<file path="config.mk">
export PLATFORM = sky130hd
export DESIGN_NAME = stopwatch_lap
export DESIGN_NICKNAME = d
export VERILOG_FILES = /design/src/rtl/stopwatch_pkg.sv /design/src/rtl/bcd_digit_cnt.sv /design/src/rtl/stopwatch_lap.sv
export SDC_FILE = /design/constraint.sdc
export NUM_CORES = 1
export LEC_CHECK = 0
export ABC_AREA = 1
export BUFFER_PORTS_ARGS = -buffer_cell sky130_fd_sc_hd__buf_2
export CAP_MARGIN = 40
export CORE_MARGIN = 5
export CORE_UTILIZATION = 45
export CTS_BUF_LIST = sky130_fd_sc_hd__clkbuf_8 sky130_fd_sc_hd__clkbuf_16
export CTS_CLUSTER_SIZE = 25
export DETAILED_ROUTE_END_ITERATION = 10
export PLACE_DENSITY_LB_ADDON = 0.12
export SYNTH_ARGS = -nofsm -noshare
export SYNTH_HDL_FRONTEND = slang
export SYNTH_SLANG_ARGS = --single-unit
</file>
<file path="constraint.sdc">
create_clock -name CLK -period 4.3 [get_ports CLK]
set_input_delay 0.645 -clock CLK [delete_from_list [all_inputs] [get_ports CLK]]
set_output_delay 0.645 -clock CLK [all_outputs]
set_load 0.01 [all_outputs]
</file>
<file path="src/rtl/stopwatch_pkg.sv">
// Shared digit types, time record and lap-word width for the lap-capturing BCD stopwatch.
// Defining STOPWATCH_HOURS_EN adds the hour pair to the time record and lap word.
package stopwatch_pkg;

    typedef logic [3:0] bcd_t;

    localparam bcd_t BCD_MAX9 = 4'd9;
    localparam bcd_t BCD_MAX5 = 4'd5;

`ifdef STOPWATCH_HOURS_EN
    typedef struct packed {
        bcd_t hh;
        bcd_t hl;
        bcd_t mh;
        bcd_t ml;
        bcd_t sh;
        bcd_t sl;
        bcd_t msh;
        bcd_t msl;
    } time_t;
    localparam int LAP_W = 32;
`else
    typedef struct packed {
        bcd_t mh;
        bcd_t ml;
        bcd_t sh;
        bcd_t sl;
        bcd_t msh;
        bcd_t msl;
    } time_t;
    localparam int LAP_W = 24;
`endif

endpackage

</file>
<file path="src/rtl/bcd_digit_cnt.sv">
// One BCD digit counting 0..MAX; advances on en and rolls back to 0 after MAX.
// at_max is combinational so the next digit's enable forms in the same cycle.
module bcd_digit_cnt
    import stopwatch_pkg::*;
#(
    parameter bcd_t MAX = BCD_MAX9
)
(
    input  logic CLK,
    input  logic CLR,
    input  logic en,
    output bcd_t q,
    output logic at_max
);

    assign at_max = (q == MAX);

    // NOTE: clocked state uses <= so every digit samples the pre-edge values of its neighbours.
    always_ff @(posedge CLK) begin
        if (CLR) begin
            q <= '0;
        end else if (en) begin
            q <= at_max ? '0 : q + 4'd1;
        end
    end

endmodule

</file>
<file path="src/rtl/stopwatch_lap.sv">
// BCD stopwatch (centiseconds..minutes) with a tick divider and a first-word-fall-through lap FIFO.
// Defining STOPWATCH_HOURS_EN adds HH/HL outputs, wraps at 99:59:59.99 and widens LAP_DATA to 32 bits.
module stopwatch_lap
    import stopwatch_pkg::*;
#(
    parameter int CLK_DIV   = 500000,
    parameter int LAP_DEPTH = 4
)
(
    input  logic                         CLK,
    input  logic                         CLR,
    input  logic                         PAUSE,
    input  logic                         LAP,
    input  logic                         RD,
`ifdef STOPWATCH_HOURS_EN
    output logic [3:0]                   HH,
    output logic [3:0]                   HL,
`endif
    output logic [3:0]                   MSH,
    output logic [3:0]                   MSL,
    output logic [3:0]                   SH,
    output logic [3:0]                   SL,
    output logic [3:0]                   MH,
    output logic [3:0]                   ML,
    output logic [LAP_W-1:0]             LAP_DATA,
    output logic                         LAP_VALID,
    output logic [$clog2(LAP_DEPTH):0]   LAP_CNT,
    output logic                         LAP_OVF,
    output logic                         WRAP
);

    localparam int                DIV_W    = (CLK_DIV > 1) ? $clog2(CLK_DIV) : 1;
    localparam logic [DIV_W-1:0]  DIV_LAST = DIV_W'(CLK_DIV - 1);
    localparam int                PTR_W    = $clog2(LAP_DEPTH);
    localparam int                CNT_W    = PTR_W + 1;
    localparam logic [CNT_W-1:0]  CNT_FULL = CNT_W'(LAP_DEPTH);

    logic [DIV_W-1:0] div_cnt;
    logic             tick;

    // Divider freezes under PAUSE so a resume keeps the sub-tick phase.
    assign tick = !PAUSE && (div_cnt == DIV_LAST);

    always_ff @(posedge CLK) begin
        if (CLR) begin
            div_cnt <= '0;
        end else if (!PAUSE) begin
            div_cnt <= tick ? '0 : div_cnt + 1'b1;
        end
    end

    logic msl_max, msh_max, sl_max, sh_max, ml_max, mh_max;
    logic en_msh, en_sl, en_sh, en_ml, en_mh;
    logic roll;

    assign en_msh = tick   & msl_max;
    assign en_sl  = en_msh & msh_max;
    assign en_sh  = en_sl  & sl_max;
    assign en_ml  = en_sh  & sh_max;
    assign en_mh  = en_ml  & ml_max;

    bcd_digit_cnt #(.MAX(BCD_MAX9)) u_msl (.CLK(CLK), .CLR(CLR), .en(tick),   .q(MSL), .at_max(msl_max));
    bcd_digit_cnt #(.MAX(BCD_MAX9)) u_msh (.CLK(CLK), .CLR(CLR), .en(en_msh), .q(MSH), .at_max(msh_max));
    bcd_digit_cnt #(.MAX(BCD_MAX9)) u_sl  (.CLK(CLK), .CLR(CLR), .en(en_sl),  .q(SL),  .at_max(sl_max));
    bcd_digit_cnt #(.MAX(BCD_MAX5)) u_sh  (.CLK(CLK), .CLR(CLR), .en(en_sh),  .q(SH),  .at_max(sh_max));
    bcd_digit_cnt #(.MAX(BCD_MAX9)) u_ml  (.CLK(CLK), .CLR(CLR), .en(en_ml),  .q(ML),  .at_max(ml_max));
    bcd_digit_cnt #(.MAX(BCD_MAX5)) u_mh  (.CLK(CLK), .CLR(CLR), .en(en_mh),  .q(MH),  .at_max(mh_max));

    time_t cur_time;

`ifdef STOPWATCH_HOURS_EN
    logic hl_max, hh_max;
    logic en_hl, en_hh;

    assign en_hl = en_mh & mh_max;
    assign en_hh = en_hl & hl_max;
    assign roll  = en_hh & hh_max;

    bcd_digit_cnt #(.MAX(BCD_MAX9)) u_hl (.CLK(CLK), .CLR(CLR), .en(en_hl), .q(HL), .at_max(hl_max));
    bcd_digit_cnt #(.MAX(BCD_MAX9)) u_hh (.CLK(CLK), .CLR(CLR), .en(en_hh), .q(HH), .at_max(hh_max));

    assign cur_time = {HH, HL, MH, ML, SH, SL, MSH, MSL};
`else
    assign roll     = en_mh & mh_max;
    assign cur_time = {MH, ML, SH, SL, MSH, MSL};
`endif

    // WRAP is high during the first cycle that shows the all-zero time.
    always_ff @(posedge CLK) begin
        if (CLR) begin
            WRAP <= 1'b0;
        end else begin
            WRAP <= roll;
        end
    end

    logic [LAP_W-1:0] lap_mem [LAP_DEPTH];
    logic [PTR_W-1:0] wr_ptr;
    logic [PTR_W-1:0] rd_ptr;
    logic             full;
    logic             rd_fire;
    logic             wr_fire;

    assign LAP_VALID = (LAP_CNT != '0);
    assign full      = (LAP_CNT == CNT_FULL);
    assign rd_fire   = RD && LAP_VALID;
    assign wr_fire   = LAP && (!full || rd_fire);
    assign LAP_DATA  = LAP_VALID ? lap_mem[rd_ptr] : '0;

    always_ff @(posedge CLK) begin
        if (CLR) begin
            wr_ptr  <= '0;
            rd_ptr  <= '0;
            LAP_CNT <= '0;
            LAP_OVF <= 1'b0;
        end else begin
            if (wr_fire) wr_ptr <= wr_ptr + 1'b1;
            if (rd_fire) rd_ptr <= rd_ptr + 1'b1;
            case ({wr_fire, rd_fire})
                2'b10:   LAP_CNT <= LAP_CNT + 1'b1;
                2'b01:   LAP_CNT <= LAP_CNT - 1'b1;
                default: ;
            endcase
            if (LAP && !wr_fire) LAP_OVF <= 1'b1;
        end
    end

    // NOTE: the lap storage has no reset; the pointers and count alone decide what is valid.
    always_ff @(posedge CLK) begin
        if (wr_fire) lap_mem[wr_ptr] <= cur_time;
    end

endmodule

</file>
# --- Word-level counts from Yosys, hierarchy flattened ---
# Memories as Yosys holds them, arrays and structs flattened. A register that Yosys moved wholly into a read port is not among the register bits.
# Index checks and enable logic that the tools add are counted.
totals:
  register_bits: 52
  n_memories: 1
  out_inout_bits: 54
  ram_bits: 96
  input_bits: 5
  wordCells: 63
memory_table:
  columns: ["memory", "words", "width", "read_ports", "rd_clocked_by_memory_dff", "write_ports", "line_no", "text"]
  rows:
  - ["lap_mem", 4, 24, 1, 1, 1, "stopwatch_lap.sv:97", "logic [LAP_W-1:0] lap_mem [LAP_DEPTH];"]
classes:
  reduce_logical: 10
  addsub: 11
  bitwise: 6
  muxes: 13
  n_eq_ne: 10
op_table:
  columns: ["cell", "n"]
  rows:
  - ["4-bit by 1-bit adder with 4-bit output, second input constant", 6]
  - ["24-bit 2-to-1 mux", 1]
  - ["4-bit 2-to-1 mux", 6]
  - ["19-bit by 1-bit adder with 19-bit output, second input constant", 1]
  - ["19-bit == test, second input constant", 1]
  - ["19-bit 2-to-1 mux", 1]
  - ["4-bit == test, second input constant", 4]
  - ["4-bit by 3-bit == test with 1-bit output, second input constant", 2]
  - ["1-bit bitwise AND", 6]
  - ["3-bit case mux with 2 select lines", 1]
  - ["2-bit by 1-bit adder with 2-bit output, second input constant", 2]
  - ["1-bit logical AND", 4]
  - ["2-bit 2-to-1 mux", 2]
  - ["3-bit by 1-bit adder with 3-bit output, second input constant", 1]
  - ["3-bit == test, second input constant", 1]
  - ["1-bit zero test", 3]
  - ["3-bit nonzero test", 1]
  - ["3-bit by 1-bit subtractor with 3-bit output, second input constant", 1]
  - ["2-bit by 1-bit == test with 1-bit output, second input constant", 1]
  - ["2-bit == test, second input constant", 1]
  - ["1-bit 2-to-1 mux", 2]
  - ["2-bit nonzero test", 1]
  - ["1-bit logical OR", 1]

# --- Longest topological paths before layout ---
depth:
  word_depth: 8
  ltp_mapped: 12

# --- Modules after synthesis ---
# From an unflattened synthesis, not the netlist that was laid out.
hier_totals:
  cells_unflattened: 701
  area_unflattened_um2: 6517.5
modules_own_cells:
  columns: ["mod", "seq_area_each_um2", "n_inst", "cells_per_inst", "area_per_inst_um2"]
  rows:
  - ["stopwatch_lap", 3483.3, 1, 513, 5291.3]
  - ["bcd_digit_cnt at u_ml ...", 80.1, 4, 31, 205.2]
  - ["bcd_digit_cnt at u_mh ...", 80.1, 2, 32, 202.7]

# --- Least setup slack after synthesis ---
# No wires, ideal clock.
synth_path:
  path_type: "input -> register"
  startpoint: "in RD"
  endpoint: "mem lap_mem[0][0] (enable)"
  stages: 4
  arrival_ns: 1.940
  setup_ns: 0.405
  setup_slack_ns: 1.955
  cell_sequence: "inv_1 > nand3_1 > nand2_1 > nor2_1"
synth_via:
  elab_chain_len: 5
synth_lines:
  columns: ["element", "line_no", "text"]
  rows:
  - ["start: declaration", "stopwatch_lap.sv:14", "input logic RD,"]
  - ["1-bit logical AND", "stopwatch_lap.sv:106", "assign rd_fire = RD && LAP_VALID;"]
  - ["1-bit logical OR", "stopwatch_lap.sv:107", "assign wr_fire = LAP && (!full || rd_fire);"]
  - ["1-bit logical AND", "stopwatch_lap.sv:107", null]
  - ["1-bit 2-to-1 mux", "stopwatch_lap.sv:130", "if (wr_fire) lap_mem[wr_ptr] <= cur_time;"]
  - ["1-bit 2-to-1 mux (implied by the code)", "stopwatch_lap.sv:130", null]
  - ["end: declaration", "stopwatch_lap.sv:97", null]
# No other way between the ends.

==> flow_metrics.env <==
export IMPL_status="finished, final reports clean"
export IMPL_maxCapViolations=0
export IMPL_arrival_ns=2.12
export IMPL_final_common_cell="nor2_1"
export IMPL_clock_skew_ns=0.006617
export IMPL_crit_path_end_kind="output port"
export IMPL_postCtsSetupBuffers=0
export IMPL_cp_start_kind="flop"
export IMPL_combinationalPowerShare_pct=14.5
export IMPL_swShare_pct=25.31
export IMPL_seq_power_share_pct=46.0
export IMPL_dr_pass1_iters=5
export IMPL_cts_max_level=4
export IMPL_dp_slack_ns=1.929
export IMPL_p_switching_uw=886.3
export IMPL_via_count=4607
export IMPL_nets=745
export IMPL_synth_warnings=0
export IMPL_core_um2=13990
export IMPL_pwr_share_clk_pct=39.4
export IMPL_antenna_found_initial=0
export IMPL_cts_hold_buf=0
export IMPL_drc=0
export IMPL_setup_ws_ns=1.539
export IMPL_p_int_mw=2.615
export IMPL_dp_hpwl_um=9005
export IMPL_clkTransAtPathRegs_ns=0.06
export IMPL_syn_area_um2=6489
export IMPL_finalSetupViolations=0
export IMPL_synth_avg_cell_area_um2=9.641
export IMPL_clock_sinks=150
export IMPL_slew_viol_final=0
export IMPL_routabilityCongestion=0.8662
export IMPL_wire_per_inst_um=14.54
export IMPL_dieArea_um2=16920
export IMPL_grt_pass1_vias=4539
export IMPL_overflow=0
export IMPL_dieWidth_um=130.1
export IMPL_hp_class="flop to flop"
export IMPL_hold_viol=0
export IMPL_cts_tree="done"
export IMPL_p_leak_nw=2.889
export IMPL_grt_max_degree=50
export IMPL_yosysTopAreaCell="edfxtp_1"
export IMPL_crit_fanout=49
export IMPL_fmax_ghz=0.3622
export IMPL_synth_cells=673
export IMPL_drive_gt1_share_pct=16.87
export IMPL_period_share_pct=64.21
export IMPL_worstSkewPairLatency_ns=0.42
export IMPL_diodes=0
export IMPL_cts_resized_gates=0
export IMPL_ys_types=38
export IMPL_critPathSlowestCell="buf_4"
export IMPL_rsz0062_at_grt="no"
export IMPL_syn_nets=684
export IMPL_criticalPathCategory="flop to output port"
export IMPL_cellPowerDensity_nw_per_um2=465.6
export IMPL_cts_buffers=17
export IMPL_yosys_top_cells_area="edfxtp_1, dfxtp_1, nor2_1, o21ai_0, a21oi_1"
export IMPL_p_total_mw=3.501
export IMPL_fin_crit_ns=2.761
export IMPL_num_rows=43
export IMPL_vdd_drop_max_mv=0.2455
export IMPL_worst_pin_slew_ns=0.8259
export IMPL_wl_um=13480
export IMPL_grt_pass1_wl_um=22560
export IMPL_initial_utilization_pct=46.39
export IMPL_syn_to_final_growth_pct=15.89
export IMPL_synth_top_area_share_pct=44.43
export IMPL_synth_seq_cells=150
export IMPL_synth_seq_area_share_pct=61.09
export IMPL_relSlewSlack_pct=44.88
export IMPL_fin_util_pct=53.76
export IMPL_crit_chain="buf_4 -> inv_2 -> o21ai_0 -> a21oi_1 -> buf_2"
export IMPL_dieHeight_um=130.1
export IMPL_boundaryPins=59
export IMPL_dpl_cell_count=895
export IMPL_cp_data_required_time_ns=3.65
export IMPL_layout_common_cells="nor2_1, edfxtp_1, nand2_1"
export IMPL_vias_per_cell=4.970
export IMPL_slowest_delay_ns=0.42
export IMPL_io_buffers=58
export IMPL_dr_first_iter_drc_count=277
export IMPL_clockRootBuffer="clkbuf_16"
export IMPL_track_usage_pct=17.13
export IMPL_ant_nets=0
export IMPL_finalSetupTns_ns=0
export IMPL_cts_buffer_depth=2
export IMPL_final_cells=927
==> path summary, 6_finish.rpt <==
check,startpoint,to,slack [ns],cells after the start
setup / recovery,flop,LAP_DATA[1],1.54,5
hold / removal,LAP_OVF,LAP_OVF,0.46,2
setup reg to reg,div_cnt[0],u_ml.q[2],2.49,10
hold reg to reg,LAP_OVF,LAP_OVF,0.46,2
==> power by group through the flow <==
stage          clock, mW  combinational, mW  sequential [mW]
6_report            1.38              0.509             1.61
5_1_grt             1.47              0.581             1.62
4_1_cts             1.41              0.524             1.61
3_5_place_dp           0              0.523             1.64
3_3_place_gp           0              0.515             1.64
2_1_floorplan          0              0.335             1.64
==> cells in the mapped netlist (all sizes together) <==
cell	n
nor2	163
edfxtp	96
nand2	71
o21ai	65
inv	63
a21oi	56
dfxtp	54
nand3	29
clkbuf	15
nand4	11
nor3	9
buf	8
xor2	8
ha	5
o21a	4
xnor2	4
clkinv	2
nand3b	2
a211oi	1
a21boi	1
a221oi	1
and3	1
fa	1
o22ai	1
o31ai	1
or2	1
==> layout make-up <==
| cell class | instances | area [um2] |
|---|---|---|
| sequential | 150 | 3964 |
| clock inverter | 13 | 102.6 |
| timing repair buffer | 65 | 342.8 |
| inverter | 65 | 249.0 |
| fill | 1262 | 6469 |
| clock buffer | 19 | 452.9 |
| tap | 180 | 225.2 |
| multi-input combinational | 435 | 2183 |
==> worst max-delay path, delay by kind of cell, from the launching register on <==
kind	cells	cell delay [ns]
AOI/OAI and AO/OA	2	0.37
buffers and inverters	3	1.01
DFF	1	0.30
==> cells by family after synthesis <==
logic type | share of synthesized area [%]
adder cells (fa/ha/maj) | 1.273
buffers and inverters | 5.418
XOR/XNOR | 1.620
flip-flops | 61.09
AO/OA/AOI/OAI | 10.43
AND/OR/NAND/NOR | 20.17
==> metrics by stage <==
| stage | hold slack (ns) | area (um2) |
|---|---|---|
| after detailed placement | 0.4426 | 6964 |
| after global routing | 0.4689 | 7520 |
| after global placement | 0.4430 | 6964 |
| after CTS | 0.4539 | 7520 |
| final | 0.4569 | 7520 |
| after floorplan | 0.4364 | 6489 |
==> state kept, by name, summed over array words and instances (netlist names), 3 cells and up, named ones only <==
name / cells
u_mh.q: 4
u_msh.q: 4
div_cnt: 19
u_sh.q: 4
LAP_CNT: 3
u_ml.q: 4
u_msl.q: 4
u_sl.q: 4
lap_mem: 96
==> per-layer routing <==
| metal | share of wire, % | GRT usage (%) | vias to the layer above | wire length, um |
|---|---|---|---|---|
| met5 | 0 | 0 | - | 0 |
| met4 | 1.8 | 6.785 | 0 | 246 |
| met2 | 48 | 28.67 | 71 | 6476 |
| li1 | - | - | 2379 | - |
| met3 | 3.8 | 3.684 | 21 | 512 |
| met1 | 46 | 21.73 | 2136 | 6247 |
(Power assumes the default switching activity.)
